<file path="src/rtl/municao_pool.sv">
// Bullet pool: allocates lowest free slot on fire, moves active slots per tick, paints RGB layer.
// Latency: slot state/ack/drop one cycle after the sampling edge; pixel path combinational; no backpressure, refusals pulse fire_drop.
module municao_pool #(
    parameter int          N_SLOTS  = 4,
    parameter int          SPEED    = 4,
    parameter int          TICK_DIV = 500000,
    parameter int          COOLDOWN = 3,
    parameter int          DIR      = 0,
    parameter int          Y_MIN    = 16,
    parameter int          Y_MAX    = 464,
    parameter int          BULLET_W = 2,
    parameter int          BULLET_H = 8,
    parameter logic [23:0] COLOR    = 24'hFFFFFF
) (
    input  logic                   clk,
    input  logic                   reset,
    input  logic                   fire,
    input  logic [10:0]            fire_x,
    input  logic [10:0]            fire_y,
    input  logic [N_SLOTS-1:0]     hit,
    input  logic [9:0]             h_counter,
    input  logic [9:0]             v_counter,
    output logic [N_SLOTS-1:0]     active,
    output logic [11*N_SLOTS-1:0]  pos_x,
    output logic [11*N_SLOTS-1:0]  pos_y,
    output logic                   fire_ack,
    output logic                   fire_drop,
    output logic [7:0]             R,
    output logic [7:0]             G,
    output logic [7:0]             B
);

    localparam int TW = $clog2(TICK_DIV);
    localparam int CW = (COOLDOWN < 2) ? 1 : $clog2(COOLDOWN + 1);

    logic [TW-1:0]          tick_cnt_q, tick_cnt_d;
    logic [CW-1:0]          cooldown_q, cooldown_d;
    logic [N_SLOTS-1:0]     active_q, active_d;
    logic [11*N_SLOTS-1:0]  pos_x_q, pos_x_d;
    logic [11*N_SLOTS-1:0]  pos_y_q, pos_y_d;
    logic                   fire_ack_q, fire_drop_q;

    logic                   tick;
    logic [N_SLOTS-1:0]     free, alloc_oh;
    logic                   can_fire, accept, drop;
    logic [11:0]            y12;

    assign tick       = (tick_cnt_q == TW'(TICK_DIV - 1));
    assign tick_cnt_d = tick ? '0 : tick_cnt_q + TW'(1);

    // A slot being hit this cycle is still active, so it is never counted as free.
    assign free     = ~active_q;
    assign alloc_oh = free & (~free + N_SLOTS'(1));
    assign can_fire = fire && (cooldown_q == '0);
    assign accept   = can_fire && (|free);
    assign drop     = can_fire && !(|free);

    always_comb begin
        cooldown_d = cooldown_q;
        if (accept) begin
            cooldown_d = CW'(COOLDOWN);
        end else if (tick && (cooldown_q != '0)) begin
            cooldown_d = cooldown_q - CW'(1);
        end
    end

    always_comb begin
        active_d = active_q;
        pos_x_d  = pos_x_q;
        pos_y_d  = pos_y_q;
        y12      = '0;
        for (int i = 0; i < N_SLOTS; i++) begin
            y12 = {1'b0, pos_y_q[11*i +: 11]};
            if (accept && alloc_oh[i]) begin
                active_d[i]          = 1'b1;
                pos_x_d[11*i +: 11]  = fire_x;
                pos_y_d[11*i +: 11]  = fire_y;
            end else if (active_q[i] && hit[i]) begin
                active_d[i] = 1'b0;
            end else if (active_q[i] && tick) begin
                // 12-bit compares keep the edge test from wrapping near 0 or 2047.
                if (DIR == 0) begin
                    if (y12 < 12'(Y_MIN + SPEED)) begin
                        active_d[i] = 1'b0;
                    end else begin
                        pos_y_d[11*i +: 11] = pos_y_q[11*i +: 11] - 11'(SPEED);
                    end
                end else begin
                    if ((y12 + 12'(SPEED)) > 12'(Y_MAX)) begin
                        active_d[i] = 1'b0;
                    end else begin
                        pos_y_d[11*i +: 11] = pos_y_q[11*i +: 11] + 11'(SPEED);
                    end
                end
            end
        end
    end

    always_ff @(posedge clk) begin
        if (reset) begin
            tick_cnt_q  <= '0;
            cooldown_q  <= '0;
            active_q    <= '0;
            pos_x_q     <= '0;
            pos_y_q     <= '0;
            fire_ack_q  <= 1'b0;
            fire_drop_q <= 1'b0;
        end else begin
            tick_cnt_q  <= tick_cnt_d;
            cooldown_q  <= cooldown_d;
            active_q    <= active_d;
            pos_x_q     <= pos_x_d;
            pos_y_q     <= pos_y_d;
            fire_ack_q  <= accept;
            fire_drop_q <= drop;
        end
    end

    logic        px_on;
    logic [11:0] px_x, px_y, h12, v12;

    always_comb begin
        px_on = 1'b0;
        px_x  = '0;
        px_y  = '0;
        h12   = {2'b00, h_counter};
        v12   = {2'b00, v_counter};
        for (int i = 0; i < N_SLOTS; i++) begin
            px_x = {1'b0, pos_x_q[11*i +: 11]};
            px_y = {1'b0, pos_y_q[11*i +: 11]};
            if (active_q[i] &&
                (h12 >= px_x) && (h12 < px_x + 12'(BULLET_W)) &&
                (v12 >= px_y) && (v12 < px_y + 12'(BULLET_H))) begin
                px_on = 1'b1;
            end
        end
    end

    assign {R, G, B}  = px_on ? COLOR : 24'h000000;
    assign active     = active_q;
    assign pos_x      = pos_x_q;
    assign pos_y      = pos_y_q;
    assign fire_ack   = fire_ack_q;
    assign fire_drop  = fire_drop_q;

endmodule

</file>
<file path="config.mk">
export PLATFORM = sky130hd
export DESIGN_NAME = municao_pool
export DESIGN_NICKNAME = d
export VERILOG_FILES = /design/src/rtl/municao_pool.sv
export SDC_FILE = /design/constraint.sdc
export NUM_CORES = 1
export LEC_CHECK = 0
export CAP_MARGIN = 25
export CORE_ASPECT_RATIO = 0.75
export CORE_MARGIN = 2
export CORE_UTILIZATION = 55
export CTS_CLUSTER_SIZE = 28
export DETAILED_ROUTE_END_ITERATION = 12
export DONT_BUFFER_PORTS = 1
export PLACE_DENSITY = 0.7
export SLEW_MARGIN = 20
export SYNTH_ARGS = -nofsm -noshare
export SYNTH_HDL_FRONTEND = slang
export SYNTH_SLANG_ARGS = --single-unit
</file>
<file path="constraint.sdc">
create_clock -name clk -period 3.74 [get_ports clk]
set_input_delay 0 -clock clk [delete_from_list [all_inputs] [get_ports clk]]
set_output_delay 0 -clock clk [all_outputs]
set_load 0.05 [all_outputs]
</file>
==> results.toml <==
[cells_and_area]
drive_gt1_share_pct = 17.5
syn_to_final_growth_pct = 22.8
final_area_mm2 = 0.0119
post-route-util_pct = 68.2
final_nets = 1540
nFillCells = 1458

[worst_setup_path]
crit_slowest_cell = "clkbuf_16"
reg2reg_slack_ps = 690
path_cells = "ha_2 -> nand3_1 -> xnor2_1 -> ha_1 -> o21ai_0 -> a21oi_1 -> o211ai_1 -> o21ai_1 -> a221o_1 -> a211o_1 -> nand4_1 -> clkbuf_16 -> buf_16"
cp.buffers_inverters = 2
arrival_ps = 3790
endpoint_kind = "output pin"
cp.required_ps = 3740
critPathLaunchType = "flop"
cp.depth = 13
path_max_fanout = 20
critPathKind = "reg2out"
r2r_cells = 11
crit_family = "compound AO/OA/AOI/OAI gates"
cpPeakStageDelay_ps = 640

[synth]
synth_cell_types = 74
syn_nets = 1432
ys_ff_latch = 115
async_reset_ff_share_pct = 0
avgSynthCellArea_um2 = 8.02
syn-cell-area_mm2 = 0.00972
seq_area_frac_synth_pct = 23.7
ys_warn_count = 0
synth-main-ff-cell = "dfxtp_1"
synth_edf_count = 0
syn-instance-count = 1213

[detailed_routing]
num_vias = 9601
via_per_inst = 6.08
firstDrtPassIters = 7
drc = 0
wl_per_cell_um = 20.5
drt_wl_total_um = 32400
drt_first_iter_violations = 778
detail-route-antenna-nets = 0

[pwr]
seqPwrFrac_pct = 35.0
swShare_pct = 32.0
powerDensity_mw_per_mm2 = 316
comb_power_share_pct = 22.0
power.internal_uw = 2560
clkPwrFrac_pct = 43.0
power_switching_uw = 1200
finalPower_uw = 3770
leakage_uw = 0.00462
vdd_drop_max_uv = 331

[place]
dp_hpwl_um = 23500
post-place-ws_ps = -14.0
gp_congestion = 0.995
io_buffers = 0
place_area_mm2 = 0.0106

[clock_tree]
htreeDepth = 4
clock-root-buffer = "clkbuf_16"
clk_pin_slew_ps = 60
numCtsBuffers = 17
cts.sinks = 115
cts_tree = "built"
cts_buffer_depth = 2
clk-insertion-delay-late_ps = 420

[timing]
post-route-period-util_pct = 101
slew-limit-headroom_pct = 39.5
fin_skew_ps = 8.25
rsz0062_at_grt = "yes"
final.min_clock_period_ps = 3790
final_hold_viol_count = 0
finalHoldWorstSlack_ps = 58.4
setup_viol = 9
fin_ws_ps = -54.6
fmax_mhz = 264
tightestPinTransition_ps = 908
slew_violations = 0

[global_route]
grt_overflow = 0
grt.total_usage_pct = 33.9
grt_max_degree = 99
grt_pass1_vias = 8851
grt_pass1_wl_um = 49000
antenna_found_initial = 5

[floorplanning]
rows = 42
core_mm2 = 0.0175
die-area_mm2 = 0.0188
die_w_um = 158
die_h_um = 119
start_util_pct = 55.6
ioPinCount = 167

[hold_path]
hold_depth = 2
min_path_type = "in2reg"

[outcome]
violations = "setup timing"
status = "finished, violations left"

[flow_run]
drv_cap = 0
## metal layers
layer  routed length [um]  global-route usage [%]
met1                14100                    47.4
met2                13500                    48.4
met3                 3950                    12.3
met4                  806                    10.2
met5                   41                       0
## placed cells by master, fill, tap and decap left out, types with 13 or more instances in the layout
| master | n |
|---|---|
| dfxtp_2 | 15 |
| nor2b_1 | 14 |
| clkbuf_16 | 18 |
| and3_1 | 16 |
| nand3_1 | 54 |
| a211oi_1 | 32 |
| nor3_1 | 18 |
| nand4_1 | 17 |
| buf_4 | 106 |
| a21oi_1 | 102 |
| nand2b_1 | 13 |
| o21ai_0 | 32 |
| nor2_1 | 80 |
| nand2_1 | 150 |
| ha_1 | 162 |
| dfxtp_1 | 93 |
| inv_1 | 89 |
| xnor2_1 | 70 |
| dlygate4sd3_1 | 31 |
## power groups by stage
| stage | Clock [uW] | Sequential [uW] | Combinational, uW |
|---|---|---|---|
| 4_1_cts | 1630 | 1320 | 801 |
| 3_3_place_gp | 0 | 1340 | 693 |
| 6_report | 1620 | 1320 | 830 |
| 5_1_grt | 1700 | 1320 | 906 |
| 2_1_floorplan | 0 | 1450 | 446 |
| 3_5_place_dp | 0 | 1340 | 715 |
## path summary, 6_finish.rpt
check / start / to
worst max-delay path: pos_x[24] / G[1]
worst min register to register: tick_cnt_q[0] / tick_cnt_q[0]
worst min-delay path: hit[1] / active[1]
worst max register to register: pos_y[36] / pos_y[37]
## cell families (layout without fill, tap and decap cells)
kind of cell             after synthesis  after routing  share of synthesized area [%]
AO/OA/AOI/OAI                        263            263                           17.5
other                                  0              2                              0
adder cells (fa/ha/maj)              170            170                           21.9
multiplexers                           6              6                          0.643
AND/OR/NAND/NOR                      421            421                           21.7
XOR/XNOR                              82             82                           7.39
flip-flops                           115            115                           23.7
buffers and inverters                156            277                           7.15
## final cells by class
class | count | area (um2) | share of cell area [%]
antenna | 2 | 5.00 | 0.0419
clock buffer | 20 | 447 | 3.74
clock inverter | 12 | 133 | 1.11
inverter | 94 | 365 | 3.06
multi-input combinational | 942 | 6960 | 58.3
sequential | 115 | 2350 | 19.7
tap | 242 | 303 | 2.54
timing repair buffer | 151 | 1380 | 11.6
## state kept, by name, summed over array words and instances, names as in the netlist
register    count
cooldown_q      2
tick_cnt_q     19
active          4
fire_drop       1
fire_ack        1
pos_x          44
pos_y          44
## per-stage QoR
stage                     std cells  setup TNS (ps)
after floorplan                1213               0
after global placement         1498               0
after detailed placement       1499           -28.0
after CTS                      1566            -191
after global routing           1576           -1910
final                          1578            -314
## synthesized netlist by cell type, types with 3 or more instances
| cell type | n | share of area [%] |
|---|---|---|
| o221ai_1 | 3 | 0.27 |
| nand2b_1 | 13 | 0.84 |
| a2111oi_0 | 5 | 0.45 |
| mux2i_1 | 4 | 0.41 |
| buf_4 | 24 | 1.9 |
| a211o_1 | 9 | 0.81 |
| nand2_1 | 150 | 5.8 |
| a21o_1 | 7 | 0.54 |
| buf_2 | 4 | 0.21 |
| xnor2_1 | 72 | 6.5 |
| and4_1 | 6 | 0.54 |
| a41oi_1 | 3 | 0.27 |
| nor4_1 | 4 | 0.26 |
| nor3_1 | 24 | 1.2 |
| xor2_1 | 10 | 0.90 |
| o21a_1 | 9 | 0.69 |
| inv_1 | 94 | 3.6 |
| nor2b_1 | 14 | 0.90 |
| nor2_1 | 80 | 3.1 |
| o21bai_1 | 4 | 0.31 |
| clkbuf_1 | 31 | 1.2 |
| a31oi_1 | 8 | 0.51 |
| a21oi_1 | 103 | 5.3 |
| or3_1 | 6 | 0.39 |
| nor3b_1 | 3 | 0.23 |
| nand3_1 | 57 | 2.9 |
| ha_1 | 170 | 22 |
| nand4_1 | 17 | 1.1 |
| a221oi_1 | 3 | 0.27 |
| o21ai_0 | 37 | 1.9 |
| o211ai_1 | 11 | 0.85 |
| a211oi_1 | 34 | 2.6 |
| and3_1 | 19 | 1.2 |
| a32oi_1 | 3 | 0.27 |
| dfxtp_1 | 115 | 24 |
| o2111ai_1 | 6 | 0.54 |
## repair_timing
action                                  4_1_cts  5_1_grt
hold buffers                                 32        0
resized for setup                            53       43
pin swaps                                    13       17
hold endpoints to repair                     98        0
endpoints found under the setup margin       24       24
buffers inserted                              3       10
## worst reg2reg max path, delay by kind of cell (launching register included)
kind	cells	cell delay, ps
and+or+nand+nor	2	480
AOI/OAI and AO/OA	4	960
DFF	1	390
adders and majority gates	1	180
buffers and inverters	4	980
(Power assumes the default switching activity.)
